$ cat config.mk
export PLATFORM = sky130hd
export DESIGN_NAME = paddle_bbox_locator
export DESIGN_NICKNAME = d
export VERILOG_FILES = /design/src/rtl/paddle_bbox_locator.sv
export SDC_FILE = /design/constraint.sdc
export NUM_CORES = 1
export LEC_CHECK = 0
export CAP_MARGIN = 20
export CORE_UTILIZATION = 58
export CTS_CLUSTER_DIAMETER = 80
export DETAILED_ROUTE_END_ITERATION = 8
export PLACE_DENSITY = 0.81
export SYNTH_ARGS = -nofsm -noshare
export SYNTH_HDL_FRONTEND = slang
export SYNTH_SLANG_ARGS = --single-unit
$ cat constraint.sdc
create_clock -name clock -period 5.93 [get_ports clock]
set_input_delay 0.8895 -clock clock [delete_from_list [all_inputs] [get_ports clock]]
set_output_delay 0.8895 -clock clock [all_outputs]
set_load 0.005 [all_outputs]
$ cat src/rtl/paddle_bbox_locator.sv
// paddle_bbox_locator: per-frame paddle bounding-box, centre and pixel-count
// extractor working on a raster-ordered binary mask stream. Only horizontal
// runs of at least RUN_MIN mask pixels contribute, which filters out
// isolated noise pixels.
module paddle_bbox_locator #(
   parameter int WIDTH      = 640,
   parameter int HEIGHT     = 480,
   parameter int RUN_MIN    = 4,
   parameter int MIN_PIXELS = 64
) (
   input  logic        clock,
   input  logic        reset,
   input  logic        EN,
   input  logic        frame_start,
   input  logic        mask_in,
   output logic        result_valid,
   output logic        found,
   output logic [9:0]  min_x,
   output logic [9:0]  max_x,
   output logic [9:0]  min_y,
   output logic [9:0]  max_y,
   output logic [9:0]  center_x,
   output logic [9:0]  center_y,
   output logic [18:0] pixel_count
);

   localparam int              RW       = (RUN_MIN < 1) ? 1 : $clog2(RUN_MIN + 1);
   localparam logic [9:0]      X_LAST   = 10'(WIDTH - 1);
   localparam logic [9:0]      Y_LAST   = 10'(HEIGHT - 1);
   localparam logic [RW-1:0]   RUN_TOP  = RW'(RUN_MIN);
   localparam logic [RW-1:0]   RUN_PRE  = RW'(RUN_MIN - 1);
   localparam logic [9:0]      RUN_BACK = 10'(RUN_MIN - 1);
   localparam logic [19:0]     RUN_ADD  = 20'(RUN_MIN);
   localparam logic [18:0]     CNT_SAT  = '1;
   localparam logic [18:0]     CNT_MIN  = 19'(MIN_PIXELS);

   typedef enum logic [1:0] {IDLE, ACCUM, DONE} state_t;

   state_t          r_state;
   state_t          w_state_nxt;

   logic [9:0]      r_x, r_y;
   logic [RW-1:0]   r_run;
   logic [18:0]     r_cnt;
   logic [9:0]      r_min_x, r_max_x, r_min_y, r_max_y;

   // frame_start-adjusted view of the accumulator state for this cycle
   logic [9:0]      w_x, w_y;
   logic [RW-1:0]   w_run;
   logic [18:0]     w_cnt;
   logic [9:0]      w_min_x, w_max_x, w_min_y, w_max_y;

   // state after consuming the current pixel
   logic [9:0]      w_x_nxt, w_y_nxt;
   logic [RW-1:0]   w_run_nxt;
   logic [18:0]     w_cnt_nxt;
   logic [9:0]      w_min_x_nxt, w_max_x_nxt, w_min_y_nxt, w_max_y_nxt;

   logic            w_pix;
   logic            w_last;
   logic            w_reach;
   logic            w_ext;
   logic [9:0]      w_run_start;
   logic [19:0]     w_sum;
   logic            w_found;
   logic [10:0]     w_sum_cx, w_sum_cy;

   // A frame_start pulse makes this cycle see a freshly cleared frame, so a
   // pixel arriving with it is handled as (0,0) of the new frame.
   always_comb begin
      w_x     = r_x;
      w_y     = r_y;
      w_run   = r_run;
      w_cnt   = r_cnt;
      w_min_x = r_min_x;
      w_max_x = r_max_x;
      w_min_y = r_min_y;
      w_max_y = r_max_y;
      if (frame_start) begin
         w_x     = '0;
         w_y     = '0;
         w_run   = '0;
         w_cnt   = '0;
         w_min_x = '1;
         w_max_x = '0;
         w_min_y = '1;
         w_max_y = '0;
      end
   end

   assign w_pix       = EN && (frame_start || (r_state == ACCUM));
   assign w_last      = (w_x == X_LAST) && (w_y == Y_LAST);
   assign w_reach     = mask_in && (w_run == RUN_PRE);
   assign w_ext       = mask_in && (w_run == RUN_TOP);
   assign w_run_start = w_x - RUN_BACK;

   // Per-pixel update: raster position, run length, count and box candidates.
   // A run that reaches RUN_MIN is credited all at once; later pixels of the
   // same run add one each and push max_x.
   always_comb begin
      w_x_nxt     = w_x;
      w_y_nxt     = w_y;
      w_run_nxt   = w_run;
      w_min_x_nxt = w_min_x;
      w_max_x_nxt = w_max_x;
      w_min_y_nxt = w_min_y;
      w_max_y_nxt = w_max_y;

      if (!mask_in)
         w_run_nxt = '0;
      else if (!w_ext)
         w_run_nxt = w_run + RW'(1);

      if (w_x == X_LAST) begin
         w_x_nxt   = '0;
         w_y_nxt   = w_y + 10'd1;
         w_run_nxt = '0;              // runs never wrap across lines
      end else begin
         w_x_nxt   = w_x + 10'd1;
      end

      w_sum     = {1'b0, w_cnt} + (w_reach ? RUN_ADD : (w_ext ? 20'd1 : 20'd0));
      w_cnt_nxt = w_sum[19] ? CNT_SAT : w_sum[18:0];

      if (w_reach) begin
         if (w_run_start < w_min_x) w_min_x_nxt = w_run_start;
         if (w_y < w_min_y)         w_min_y_nxt = w_y;
         if (w_y > w_max_y)         w_max_y_nxt = w_y;
      end
      if (w_ext && (w_x > w_max_x))
         w_max_x_nxt = w_x;
   end

   // FSM next state; frame_start wins from any state (abort / back-to-back)
   always_comb begin
      w_state_nxt = r_state;
      case (r_state)
         IDLE:    w_state_nxt = IDLE;
         ACCUM:   if (w_pix && w_last) w_state_nxt = DONE;
         DONE:    w_state_nxt = IDLE;
         default: w_state_nxt = IDLE;
      endcase
      if (frame_start)
         w_state_nxt = (w_pix && w_last) ? DONE : ACCUM;
   end

   // FSM state register
   always_ff @(posedge clock or posedge reset) begin
      if (reset) r_state <= IDLE;
      else       r_state <= w_state_nxt;
   end

   // Accumulators: advance on a consumed pixel, clear on a bare frame_start
   always_ff @(posedge clock or posedge reset) begin
      if (reset) begin
         r_x     <= '0;
         r_y     <= '0;
         r_run   <= '0;
         r_cnt   <= '0;
         r_min_x <= '1;
         r_max_x <= '0;
         r_min_y <= '1;
         r_max_y <= '0;
      end else if (w_pix) begin
         r_x     <= w_x_nxt;
         r_y     <= w_y_nxt;
         r_run   <= w_run_nxt;
         r_cnt   <= w_cnt_nxt;
         r_min_x <= w_min_x_nxt;
         r_max_x <= w_max_x_nxt;
         r_min_y <= w_min_y_nxt;
         r_max_y <= w_max_y_nxt;
      end else if (frame_start) begin
         r_x     <= w_x;
         r_y     <= w_y;
         r_run   <= w_run;
         r_cnt   <= w_cnt;
         r_min_x <= w_min_x;
         r_max_x <= w_max_x;
         r_min_y <= w_min_y;
         r_max_y <= w_max_y;
      end
   end

   assign w_found  = (r_cnt >= CNT_MIN);
   assign w_sum_cx = {1'b0, r_min_x} + {1'b0, r_max_x};
   assign w_sum_cy = {1'b0, r_min_y} + {1'b0, r_max_y};

   // Publish the completed frame at the end of DONE; hold until next DONE
   always_ff @(posedge clock or posedge reset) begin
      if (reset) begin
         result_valid <= 1'b0;
         found        <= 1'b0;
         min_x        <= '0;
         max_x        <= '0;
         min_y        <= '0;
         max_y        <= '0;
         center_x     <= '0;
         center_y     <= '0;
         pixel_count  <= '0;
      end else begin
         result_valid <= (r_state == DONE);
         if (r_state == DONE) begin
            found       <= w_found;
            pixel_count <= r_cnt;
            if (w_found) begin
               min_x    <= r_min_x;
               max_x    <= r_max_x;
               min_y    <= r_min_y;
               max_y    <= r_max_y;
               center_x <= 10'(w_sum_cx >> 1);
               center_y <= 10'(w_sum_cy >> 1);
            end else begin
               min_x    <= '0;
               max_x    <= '0;
               min_y    <= '0;
               max_y    <= '0;
               center_x <= '0;
               center_y <= '0;
            end
         end
      end
   end

endmodule

Word level (Yosys, flattened, before mapping) --
Index checks and enable logic that the tools add are counted.
Operators by class: magnitude comparators 5, mux-type cells 49, equality and inequality tests 7, $add $sub $neg 7, reductions and logical operators 8
Operators with widths (number):
- $mux 10 | 33
- $mux 19 | 4
- $add 10x10->11 | 2
- $mux 3 | 7
- $add 10x1->10 const B | 2
- $add 19x3->20 | 1
- $gt 10x10->1 | 2
- $lt 10x10->1 | 2
- $ge 19x7->1 const B | 1
- $eq 10x10->1 const B | 1
- $eq 10x9->1 const B | 1
- $sub 10x2->10 const B | 1
- $mux 2 | 4
- $logic_and 1x1->1 | 6
- $add 3x1->3 const B | 1
- $eq 3x2->1 const B | 1
- $eq 3x3->1 const B | 1
- $ne 3x2->1 const B | 1
- $eq 2x1->1 const B | 1
- $eq 2x2->1 const B | 1
- $reduce_bool 2->1 | 1
- $logic_or 1x1->1 | 1
- $mux 1 | 1
Storage, ports and cells: bits of input ports 5, output and inout port bits 81, logic and storage cells 94, bits in registers 165

Logic depth before layout (Yosys ltp) --
depth in word-level cells 8, gate-level depth with buffers 18, mapped depth without buffers 14

Worst setup path after synthesis --
OpenSTA, ideal clock, no wires.
path type input-to-reg, start input port frame_start, end register r_min_x[2], library setup time 82 ps, stages 17, arrival 3793 ps, data required time 5848 ps, path buffers 4, slack 2055 ps, cell sequence buf_6 buf_6 buf_6 buf_6 nand2b_1 inv_1 ha_1 o21bai_1 o41ai_1 o21a_1 inv_1 ha_1 and4_1 a21oi_1 nand4_1 nor2_4 mux2_2
On the way: word-level cells in the longest chain between the ends 6, elaborated cells between the ends (all ways) 14, those cells by class add/sub (1); order compare (1); eq/ne (1); mux (7); reduce/logical (4)
Ends and longest elaborated chain:
- start: declaration | RTL line 14 | input logic frame_start,
- $mux 10 | RTL line 79 | if (frame_start) begin
- $sub 10x2->10 | RTL line 95 | assign w_run_start = w_x - RUN_BACK;
- $lt 10x10->1 | RTL line 126 | if (w_run_start < w_min_x) w_min_x_nxt = w_run_start;
- $mux 10 | RTL line 126
- $mux 10 | RTL line 125 | if (w_reach) begin
- $mux 10 | RTL line 164 | end else if (w_pix) begin
- end signal: assignment | RTL line 169 | r_min_x <= w_min_x_nxt;
- end signal: assignment | RTL line 178 | r_min_x <= w_min_x;
- end: declaration | RTL line 45 | logic [9:0] r_min_x, r_max_x, r_min_y, r_max_y;
Parallel ways exist; a longest one is shown, timed or not. The select of a mux whose other input is x is not followed. A chain may end at the register's enable or synchronous reset.

Worst setup path after layout --
start input port frame_start, end register r_cnt[7]
On the way: word-level cells in the longest chain between the ends 8, elaborated cells between the ends (all ways) 15, those cells by class add/sub (1); eq/ne (2); mux (7); reduce/logical (5)
Ends and longest elaborated chain:
- $mux 3 | RTL line 79
- $eq 3x3->1 | RTL line 94 | assign w_ext = mask_in && (w_run == RUN_TOP);
- $logic_and 1x1->1 | RTL line 94
- $mux 1 | RTL line 122 | w_sum = {1'b0, w_cnt} + (w_reach ? RUN_ADD : (w_ext ? 20'd1 : 20'd0));
- $mux 3 | RTL line 122
- $add 19x3->20 | RTL line 122
- $mux 19 | RTL line 123 | w_cnt_nxt = w_sum[19] ? CNT_SAT : w_sum[18:0];
- $mux 19 | RTL line 164
- end signal: assignment | RTL line 168 | r_cnt <= w_cnt_nxt;
- end signal: assignment | RTL line 177 | r_cnt <= w_cnt;
- end: declaration | RTL line 44 | logic [18:0] r_cnt;
Parallel ways exist; a longest one is shown, timed or not. The select of a mux whose other input is x is not followed.

==> metrics.csv <==
stage,metric,value,unit
status,outcome,finished clean,
logic_synthesis,synth_commonest_cells,"dfrtp_1 (145), nand2_1 (106), ha_1 (64)",
logic_synthesis,ys.flop_type,dfrtp_1,
timing,tns,0,ps
logic_synthesis,synthMuxAreaShare,4.967,%
place,dpl.cell_count,1108,
logic_synthesis,synth_top_family_by_area,simple AND/OR/NAND/NOR gates,
setup_path,reg2reg_to,r_min_x[5],
power,powerDensity,227.8,mW/mm^2
logic_synthesis,yosys-top-cells-area,"dfrtp_1 (41%), ha_1 (9.0%), dfstp_2 (5.9%)",
cells_and_area,drive_gt1_share,9.300,%
clocking,root_buffer,clkbuf_16,
clocking,clock_latency,430,ps
logic_synthesis,mappedNetlistArea,0.008917,mm^2
drt,firstDrtPassIters,5,
cells_and_area,fin_nets,1015,
clocking,cts_inserted_buffers,17,
drt,wl_per_cell,17.13,um
grt,grt_pass1_vias,6484,
logic_synthesis,synthAdderAreaFrac,9.429,%
flow_run,maxCapViolations,0,
clocking,clk_path_buf_depth,2,
logic_synthesis,yosys.area.top_type,dfrtp_1,
setup_path,r2r_slack,2610,ps
clocking,hold_buffers,0,
grt,grt_overflow,0,
logic_synthesis,syn-mean-instance-area,10.26,um^2
setup_path,cp_max_fo,37,
timing,worst_pin_slew,834.7,ps
power,peakVddDrop,0.0002036,V
clocking,clock_sink_count,165,
grt,antenna_found_initial,0,
timing,hold_ws,472.0,ps
clocking,clkTransAtPathRegs,60,ps
setup_path,end_kind,flip-flop,
floorplanning,initial_core_util,60.44,%
clocking,cts_resized,0,
timing,finalCriticalPeriod,4035,ps
floorplanning,die_w,126.0,um
hold_path,hold_path_depth,2,
setup_path,worstPathRequired,6210,ps
logic_synthesis,synth-compound-area-share,12.59,%
logic_synthesis,synth_edf_count,0,
logic_synthesis,yosys_warnings,0,
logic_synthesis,ys_types,66,
timing,setup_slack,1895,ps
place,dp_slack,1523,ps
timing,clock.fmax,247.8,MHz
clocking,post_cts_buffers,0,
setup_path,r2r_start,r_x[0],
cells_and_area,fin_area,0.01054,mm^2
hold_path,holdCritPathClass,flip-flop to flip-flop,
cells_and_area,n_antenna_cell,0,
drt,viasPerCell,5.813,
drt,dr.first_iter.drc_count,464,
cells_and_area,syn_to_final_growth,18.16,%
floorplanning,rows,44,
grt,grt_util_all_layers,26.49,%
place,routabilityCongestion,0.8730,
place,port_buffers,85,
drt,drc_errors,0,
floorplanning,die_h,126.0,um
timing,setup_violations,0,
logic_synthesis,yosys.area_share.simple,18.16,%
logic_synthesis,syn_nets,940,
hold_path,hold_end,pixel_count[16],
clocking,cts_tree,done,
setup_path,startpoint_type,input pin,
logic_synthesis,synth_top_area_share,40.69,%
place,hpwl,13630,um
drt,vias,6633,
logic_synthesis,synth_seq_cells,165,
timing,maxSlewViolCount,0,
logic_synthesis,yosysSeqAreaShare,46.58,%
grt,grt_max_degree,80,
cells_and_area,stdcell_count,1141,
hold_path,hp-start,pixel_count[16],
floorplanning,core_area,0.01475,mm^2
logic_synthesis,netlist_instances,869,
floorplanning,boundaryPins,86,
setup_path,reg2reg_depth,13,
timing,hold_viol,0,
setup_path,worstSetupPathType,input pin to flip-flop,
timing,maxSlewHeadroom,44.36,%
drt,postRouteAntennaNets,0,
clocking,htreeDepth,4,
logic_synthesis,synth.most_common_cell,dfrtp_1,
place,placed_area,0.009883,mm^2
logic_synthesis,async_reset_ff_share,100.0,%
drt,wl,19550,um
timing,rsz0062_at_grt,no,
logic_synthesis,synth-xor-area-share,4.322,%
setup_path,arrival,4320,ps
cells_and_area,utilization,71.41,%
timing,skew,6.814,ps
power,power.total,2.401,mW
floorplanning,die-area,0.01587,mm^2
timing,finalCritPeriodShare,68.04,%
grt,grt_pass1_wl,33110,um
power,p_leak,5.081,nW
## sequential cells by signal (all words and copies together), names as in the netlist, 2 cells and up
| signal | cells |
|---|---|
| r_x | 10 |
| min_y | 10 |
| center_y | 10 |
| r_max_x | 10 |
| r_max_y | 10 |
| min_x | 10 |
| r_min_x | 10 |
| center_x | 10 |
| r_cnt | 19 |
| max_y | 10 |
| r_state | 2 |
| max_x | 10 |
| r_y | 10 |
| r_run | 3 |
| r_min_y | 10 |
| pixel_count | 19 |
## worst max-delay path: stages
cell	delay, ps
buf_2	400
buf_4	420
nand2b_1	200
inv_1	70
ha_1	180
ha_1	200
nand2_1	140
inv_1	110
ha_1	360
a31oi_1	290
and4b_1	310
and2b_1	230
nand2b_1	330
o21ai_0	170
## worst max-delay path by stage
stage | slack (ps) | startpoint | cells past startpoint | endpoint
finish | 1900 | frame_start | 14 | r_cnt[7]
CTS | 1960 | frame_start | 14 | r_cnt[7]
floorplan | 610 | reset | 1 | center_x[0]
detailed placement | 1520 | frame_start | 14 | r_cnt[16]
global placement | 1670 | frame_start | 10 | r_max_x[0]
global route | 1650 | frame_start | 14 | r_cnt[16]
## where the power goes
group	leakage [nW]	internal (mW)	total, mW	switching [mW]
registers	2.22	1.13	1.13	0.00294
clock network	0.300	0.741	1.19	0.446
logic	2.56	0.0234	0.0790	0.0556
total	5.08	1.90	2.40	0.505
## layout by cell type (no fill, tap or decap), types with 4 or more instances in the layout
| master | count |
|---|---|
| dfrtp_1 | 145 |
| nand2_1 | 106 |
| clkdlybuf4s50_1 | 84 |
| ha_1 | 64 |
| nor2_1 | 48 |
| a22o_1 | 46 |
| o21ai_0 | 41 |
| inv_1 | 38 |
| nand2b_1 | 38 |
| mux2i_1 | 36 |
| xnor2_1 | 31 |
| a21oi_1 | 30 |
| nor2b_1 | 24 |
| dfstp_2 | 20 |
| clkbuf_16 | 17 |
| nor3_1 | 16 |
| xor2_1 | 13 |
| nand3_1 | 12 |
| nand4_1 | 11 |
| a21o_1 | 11 |
| and3_1 | 10 |
| buf_4 | 8 |
| o21a_1 | 6 |
| and2_1 | 6 |
| and4_1 | 5 |
| or2_2 | 5 |
| mux2_2 | 5 |
| or3_1 | 4 |
| bufinv_16 | 4 |
| clkinvlp_4 | 4 |
## final cells by class
class | count | area (um^2)
inverters | 40 | 155.1
multi-input cells | 626 | 4438
repair buffers | 94 | 917.1
clock inverters | 10 | 167.7
well taps | 184 | 230.2
fillers | 1065 | 4218
flip-flops and latches | 165 | 4154
clock buffers | 22 | 474.2
## cell families after synthesis
family | after synthesis
adder cells (fa/ha/maj) | 66
AND/OR/NAND/NOR | 309
multiplexers | 43
flip-flops | 165
buffers and inverters | 78
AO/OA/AOI/OAI | 164
XOR/XNOR | 44
## metal layers
layer	global-route usage [%]	share of wire (%)	vias up
li1	-	-	3190
met5	0	0	-
met3	4.715	5.0	26
met4	8.363	1.5	0
met2	39.36	44	204
met1	39.42	49	3213
Note: power is estimated with default switching activity, not from simulation.
